File: src/rtl/pwm_bank_pkg.sv
// Shared register map, control-bit indices and counter word type for the pwm_bank block.
// Optional polarity register is enabled by defining PWM_BANK_POLARITY_EN.
package pwm_bank_pkg;

  localparam int unsigned ADDR_CTRL      = 32'h00;
  localparam int unsigned ADDR_PERIOD    = 32'h01;
  localparam int unsigned ADDR_STATUS    = 32'h02;
  localparam int unsigned ADDR_POL       = 32'h03;
  localparam int unsigned ADDR_DUTY_BASE = 32'h10;

  localparam int unsigned CTRL_EN  = 0;
  localparam int unsigned CTRL_UPD = 1;

  // STATUS layout: pending/EN in the low bits, counter from bit 16 upward
  localparam int unsigned STATUS_CNT_LSB = 16;

  localparam int unsigned DEF_CNT_W = 16;
  typedef logic [DEF_CNT_W-1:0] cnt_t;

endpackage

File: src/rtl/pwm_bank_ch.sv
// One PWM channel: duty shadow/active pair and the registered comparator output.
module pwm_bank_ch #(
  parameter int unsigned CNT_W = 16
) (
  input  logic             clk,
  input  logic             rst_n,
  input  logic [CNT_W-1:0] i_cnt_next,
  input  logic             i_en,
  input  logic             i_load,
  input  logic             i_we,
  input  logic [CNT_W-1:0] i_wdata,
  input  logic             i_pol,
  output logic [CNT_W-1:0] o_duty_sh,
  output logic             o_pwm
);

  logic [CNT_W-1:0] r_duty_sh;
  logic [CNT_W-1:0] r_duty_act;
  logic             r_pwm;
  logic [CNT_W-1:0] w_duty_sh_d;
  logic [CNT_W-1:0] w_duty_act_d;
  logic             w_pwm_d;

  always_comb begin
    w_duty_sh_d  = i_we ? i_wdata : r_duty_sh;
    w_duty_act_d = i_load ? w_duty_sh_d : r_duty_act;
    // Compare against the post-edge active so a wrap-time update applies from cnt=0
    w_pwm_d      = i_en ? ((i_cnt_next < w_duty_act_d) ^ i_pol) : i_pol;
  end

  always_ff @(posedge clk or negedge rst_n) begin
    if (!rst_n) begin
      r_duty_sh  <= '0;
      r_duty_act <= '0;
      r_pwm      <= 1'b0;
    end else begin
      r_duty_sh  <= w_duty_sh_d;
      r_duty_act <= w_duty_act_d;
      r_pwm      <= w_pwm_d;
    end
  end

  assign o_duty_sh = r_duty_sh;
  assign o_pwm     = r_pwm;

endmodule

File: src/rtl/pwm_bank.sv
// NUM_CH-channel PWM bank with shadowed period/duty registers applied at period wrap.
// Define PWM_BANK_POLARITY_EN to add the shadowed POL register at address 0x03.
module pwm_bank #(
  parameter int unsigned NUM_CH = 8,
  parameter int unsigned CNT_W  = 16,
  parameter int unsigned DATA_W = 32,
  parameter int unsigned ADDR_W = 8
) (
  input  logic              clk,
  input  logic              rst_n,
  input  logic              cs,
  input  logic              rd,
  input  logic              wr,
  input  logic [ADDR_W-1:0] addr,
  input  logic [DATA_W-1:0] d_in,
  output logic [DATA_W-1:0] d_out,
  output logic [NUM_CH-1:0] pwm,
  output logic              done
);

  import pwm_bank_pkg::*;

  logic              r_en;
  logic              r_pending;
  logic [CNT_W-1:0]  r_cnt;
  logic [CNT_W-1:0]  r_period_sh;
  logic [CNT_W-1:0]  r_period_act;
  logic              r_done;
  logic [DATA_W-1:0] r_d_out;

  logic              w_wr;
  logic              w_rd;
  logic              w_wr_ctrl;
  logic              w_wr_period;
  logic              w_wrap;
  logic              w_load;
  logic              w_en_d;
  logic              w_pending_d;
  logic [CNT_W-1:0]  w_cnt_d;
  logic [CNT_W-1:0]  w_period_sh_d;
  logic [CNT_W-1:0]  w_period_act_d;
  logic              w_done_d;
  logic [DATA_W-1:0] w_rdata;
  logic [NUM_CH-1:0] w_duty_we;
  logic [NUM_CH-1:0] w_pol_act_d;
  logic [CNT_W-1:0]  w_duty_sh [NUM_CH];
  logic [STATUS_CNT_LSB+CNT_W-1:0] w_status;
  logic              w_unused_din;

  assign w_wr         = cs & wr;
  assign w_rd         = cs & rd;
  assign w_wr_ctrl    = w_wr && (addr == ADDR_W'(ADDR_CTRL));
  assign w_wr_period  = w_wr && (addr == ADDR_W'(ADDR_PERIOD));
  assign w_unused_din = ^d_in;

  always_comb begin
    w_wrap = r_en && (r_cnt == r_period_act);
    // Actives follow shadows continuously while disabled, otherwise only at a pending wrap
    w_load = !r_en || (w_wrap && r_pending);

    w_en_d = r_en;
    if (w_wr_ctrl) w_en_d = d_in[CTRL_EN];

    w_pending_d = r_pending;
    if (w_wrap && r_pending) w_pending_d = 1'b0;
    if (w_wr_ctrl && d_in[CTRL_UPD]) w_pending_d = 1'b1;
    if (!r_en || !w_en_d) w_pending_d = 1'b0;

    w_period_sh_d  = w_wr_period ? d_in[CNT_W-1:0] : r_period_sh;
    w_period_act_d = w_load ? w_period_sh_d : r_period_act;

    if (!r_en || !w_en_d || w_wrap) w_cnt_d = '0;
    else w_cnt_d = r_cnt + 1'b1;

    w_done_d = w_wrap && w_en_d;

    w_duty_we = '0;
    for (int i = 0; i < int'(NUM_CH); i++) begin
      w_duty_we[i] = w_wr && (addr == ADDR_W'(ADDR_DUTY_BASE + i));
    end
  end

`ifdef PWM_BANK_POLARITY_EN
  logic [NUM_CH-1:0] r_pol_sh;
  logic [NUM_CH-1:0] r_pol_act;
  logic [NUM_CH-1:0] w_pol_sh_d;

  always_comb begin
    w_pol_sh_d = r_pol_sh;
    if (w_wr && (addr == ADDR_W'(ADDR_POL))) w_pol_sh_d = d_in[NUM_CH-1:0];
    w_pol_act_d = w_load ? w_pol_sh_d : r_pol_act;
  end

  always_ff @(posedge clk or negedge rst_n) begin
    if (!rst_n) begin
      r_pol_sh  <= '0;
      r_pol_act <= '0;
    end else begin
      r_pol_sh  <= w_pol_sh_d;
      r_pol_act <= w_pol_act_d;
    end
  end
`else
  assign w_pol_act_d = '0;
`endif

  assign w_status = {r_cnt, (STATUS_CNT_LSB - 2)'(0), r_en, r_pending};

  // Read mux sees pre-edge state, so a simultaneous read/write returns the old value
  always_comb begin
    w_rdata = '0;
    if (addr == ADDR_W'(ADDR_CTRL)) begin
      w_rdata[CTRL_EN]  = r_en;
      w_rdata[CTRL_UPD] = r_pending;
    end else if (addr == ADDR_W'(ADDR_PERIOD)) begin
      w_rdata = DATA_W'(r_period_sh);
    end else if (addr == ADDR_W'(ADDR_STATUS)) begin
      w_rdata = DATA_W'(w_status);
    end
`ifdef PWM_BANK_POLARITY_EN
    if (addr == ADDR_W'(ADDR_POL)) w_rdata = DATA_W'(r_pol_sh);
`endif
    for (int i = 0; i < int'(NUM_CH); i++) begin
      if (addr == ADDR_W'(ADDR_DUTY_BASE + i)) w_rdata = DATA_W'(w_duty_sh[i]);
    end
  end

  always_ff @(posedge clk or negedge rst_n) begin
    if (!rst_n) begin
      r_en         <= 1'b0;
      r_pending    <= 1'b0;
      r_cnt        <= '0;
      r_period_sh  <= '0;
      r_period_act <= '0;
      r_done       <= 1'b0;
      r_d_out      <= '0;
    end else begin
      r_en         <= w_en_d;
      r_pending    <= w_pending_d;
      r_cnt        <= w_cnt_d;
      r_period_sh  <= w_period_sh_d;
      r_period_act <= w_period_act_d;
      r_done       <= w_done_d;
      if (w_rd) r_d_out <= w_rdata;
    end
  end

  for (genvar g = 0; g < int'(NUM_CH); g++) begin : g_ch
    pwm_bank_ch #(
      .CNT_W (CNT_W)
    ) u_ch (
      .clk        (clk),
      .rst_n      (rst_n),
      .i_cnt_next (w_cnt_d),
      .i_en       (w_en_d),
      .i_load     (w_load),
      .i_we       (w_duty_we[g]),
      .i_wdata    (d_in[CNT_W-1:0]),
      .i_pol      (w_pol_act_d[g]),
      .o_duty_sh  (w_duty_sh[g]),
      .o_pwm      (pwm[g])
    );
  end

  assign d_out = r_d_out;
  assign done  = r_done;

endmodule

File: config.mk
export PLATFORM = sky130hd
export DESIGN_NAME = pwm_bank
export DESIGN_NICKNAME = d
export VERILOG_FILES = /design/src/rtl/pwm_bank_pkg.sv /design/src/rtl/pwm_bank_ch.sv /design/src/rtl/pwm_bank.sv
export SDC_FILE = /design/constraint.sdc
export NUM_CORES = 1
export LEC_CHECK = 0
export ABC_AREA = 1
export BUFFER_PORTS_ARGS = -buffer_cell sky130_fd_sc_hd__buf_2
export CAP_MARGIN = 20
export CORE_ASPECT_RATIO = 1.1
export CORE_MARGIN = 3
export CORE_UTILIZATION = 50
export CTS_CLUSTER_SIZE = 30
export DETAILED_ROUTE_END_ITERATION = 10
export PLACE_DENSITY = 0.66
export SLEW_MARGIN = 0
export SYNTH_ARGS = -nofsm -noshare
export SYNTH_HDL_FRONTEND = slang
export SYNTH_SLANG_ARGS = --single-unit
File: constraint.sdc
create_clock -name clk -period 3 [get_ports clk]
set_input_delay 0.3 -clock clk [delete_from_list [all_inputs] [get_ports clk]]
set_output_delay 0.3 -clock clk [all_outputs]
set_load 0.005 [all_outputs]
==> summary.txt <==
Timing
  – Pins Over Slew Limit: 0
  – Tcrit/Tclk final: 1.04
  – Final hold violations: 0
  – Tightest Pin Transition: about 800 ps
  – Peak Freq: 319 MHz
  – PnR worst setup slack: -134 ps
  – RSZ-0062 raised after global routing: yes
  – Setup violators final: 8
  – Max_slew headroom: 0.470
  – Final min period: 3130 ps
  – Clk_skew: 23.0 ps
  – Sum Neg Setup Slack: -775 ps

Yosys
  – Sequential area share after synthesis: 0.496
  – Synth Flop Type: dfrtp_1
  – Synth Instances: about 2,000
  – Proportion of netlist area held by the largest area contributor: 0.496
  – Synth area leaders: dfrtp_1 50%, nand2_1 10%, ha_1 8.6%, o21ai_0 5.3%, inv_1 4.6%
  – Post-synth EDFFs: 0
  – Post-synth top area cell: dfrtp_1
  – Mean post-synth cell area: 8.74 µm²
  – Unique masters post-synth: 47
  – Cell Area, Synth: 17,500 µm²
  – Synth Net Count: between 2,000 and 2,500
  – Synth warn: 0
  – Seq cells post-synth: about 350
  – FFs w/ async S/R, synth: 1.00

Cells and area
  – Area Growth Syn to Fin: 21.7%
  – Fin nets: 2,382
  – Most frequent cells in the layout: 466 x nand2_1, 347 x dfrtp_1, 215 x inv_1
  – # diodes: 0
  – Share of cells above drive strength 1: 0.243
  – Most common cell after layout, fill and taps aside: nand2_1

Min path
  – Worst hold path startpoint: d_in[1]
  – Hold Path Depth: 3
  – End of the worst hold path: r_pending
  – HP Class: primary input to register

Worst setup path
  – CP arrival: approximately 3600 ps
  – RR Startpoint: r_cnt[0]
  – Worst EP required: 3430 ps
  – Worst-path maximum fanout: 6
  – Worst R2R Path Depth: 20
  – Worst Path Class, Setup: register to register
  – Reg2Reg Setup Slack: -130 ps
  – Nature of the critical path endpoint: register
  – Crit start category: register
  – Reg2Reg Capture Point: g_ch[1].u_ch.o_pwm

Floorplan
  – Die height: between 200 and 250 µm
  – Die X: 184 µm
  – Die area: 37,300 µm²
  – FP Rows: 71
  – Initial core utilization: 0.510
  – I/O pin total: 86
  – Core footprint: about 34,000 µm²

Clocking
  – Clk buf depth: 3
  – Clock sink count: 347
  – Clock transition at path regs: roughly 60 ps
  – Worst skew pair latency: between 500 and 600 ps
  – Clock root buffer: clkbuf_16
  – TritonCTS clock tree: yes
  – TritonCTS Buffers: 38
  – # H-tree levels: 2

Routing
  – Final WL: 52,500 µm
  – Routed via count: 14,700
  – Via density: ~5.5
  – Initial DRC Count: about 1,200
  – Final ANT Viol Nets: 0
  – First-pass DRT Iterations: 7
  – DRC errors left: 0
  – WL/cell: 19.6 µm

GRT
  – Vias in the first global route: approximately 15,000
  – Initial antenna violation count: 0
  – Largest net degree at the start of global routing: 77
  – First-pass GRT wire length: 82,400 µm
  – Grt ovf: 0
  – Gr usage total: 0.285

Pwr
  – Cell Pwr Density: 510 nW/µm²
  – Max VDD drop: 0.340 mV
  – P_leak: 11.4 nW

Outcome
  – Status: finished with violations
  – Failing checks: negative setup slack

Placement
  – # port buffers: 69
  – Setup WS pre-CTS: -315 ps
  – Final GP Congestion: 0.909
  – Dpl hpwl: around 37,000 µm

Flow run
  – Max Cap Violations: 0
[synth_stat cells, types with 4 or more instances]
library cell,instances
nor2_2,7
and2_1,8
or2_2,121
nor4_1,4
nor2_1,52
o21ai_1,105
inv_2,13
nand3_1,61
clkbuf_1,44
o21ai_2,20
o21ai_0,187
ha_1,121
nand4_1,21
nor3b_1,5
nor2_4,4
a21oi_1,81
clkbuf_2,4
buf_2,22
a22o_1,5
a221oi_1,10
nor3_1,9
nand2_1,473
dfrtp_1,347
nand2_2,5
a211oi_1,13
buf_4,8
a31oi_1,5
inv_1,216
o211ai_1,5
[routing by layer]
metal	track usage	part of all wire
met1	0.387	0.43
met2	0.467	0.47
met3	0.0427	0.059
met4	0.101	0.033
met5	0	0
[through the flow]
| step | area [µm²] | instances | total power [mW] | hold WS, ps | util |
|---|---|---|---|---|---|
| after floorplan | 17500 | 2005 | 5.57 | 4.41 | - |
| after global placement | 19600 | 2603 | 5.96 | 329 | 0.569 |
| after detailed placement | 19600 | 2603 | 6.00 | 331 | 0.569 |
| after CTS | 21000 | 2675 | 10.9 | 46.5 | 0.610 |
| after global routing | 21300 | 2683 | 11.3 | 81.3 | 0.620 |
| final | 21300 | 2683 | 10.9 | 50.1 | 0.620 |
[area by class of cell]
cell class | instances | area, µm²
Clock buffer | 55 | 1140
Clock inverter | 14 | 180
Fill cell | 2886 | 13100
Inverter | 231 | 872
Multi-Input combinational cell | 1346 | 7890
Sequential cell | 347 | 8680
Tap cell | 438 | 548
Timing Repair Buffer | 252 | 2010
[power by group]
part / switching [mW] / internal (mW) / total [mW]
combinational: 0.654 / 0.372 / 1.03
sequential: 0.0652 / 4.86 / 4.93
clock: 1.93 / 2.98 / 4.91
[repair_timing]
item,4_1_cts,5_1_grt
resized for setup,15,49
pin swaps,1,27
setup endpoints to repair,8,8
setup buffers,2,8
endpoints found under the hold margin,70,0
hold buffers,1,0
[state kept, by name, indices dropped and copies added (netlist names)]
register / cells
g_ch.u_ch.o_duty_sh: 128
g_ch.u_ch.r_duty_act: 128
d_out: 32
r_cnt: 16
r_period_act: 16
r_period_sh: 16
g_ch.u_ch.o_pwm: 8
done: 1
r_en: 1
r_pending: 1
[cells by family after synthesis]
group / count (synthesis) / share of synthesized area
xor gates and xnor gates: 5 / 0.00250
AOI/OAI and AO/OA: 435 / 0.135
buffers and inverters: 312 / 0.0714
DFF: 347 / 0.496
and+or+nand+nor: 785 / 0.209
adders and majority gates: 121 / 0.0864
[worst max-delay path by stage]
stage	endpoint	startpoint	depth (start not counted)	slack, ps
floorplan	g_ch[4].u_ch.o_pwm	r_cnt[1]	18	70
global placement	g_ch[3].u_ch.o_pwm	r_cnt[5]	16	-280
detailed placement	g_ch[3].u_ch.o_pwm	r_cnt[5]	16	-310
CTS	g_ch[3].u_ch.o_pwm	r_cnt[1]	20	-10
global route	g_ch[4].u_ch.o_pwm	r_cnt[1]	20	-370
finish	g_ch[1].u_ch.o_pwm	r_cnt[0]	20	-130
[critical path: stages, from the launching register on]
cell     delay, ps
dfrtp_1        380
ha_2           200
nand2_2         50
nor2_2         120
inv_2           60
nor4_4         290
nand2_1        110
nor2_2         180
nand2_2        100
nor2_4         150
nand2_4         90
nor2_4         140
a21oi_2         70
nor3_2         190
buf_6          190
buf_12         120
buf_8          110
ha_4           120
nand4_1         90
nor3_2         210
a21oi_2         70
No activity file was read; power rests on OpenSTA's default activity.
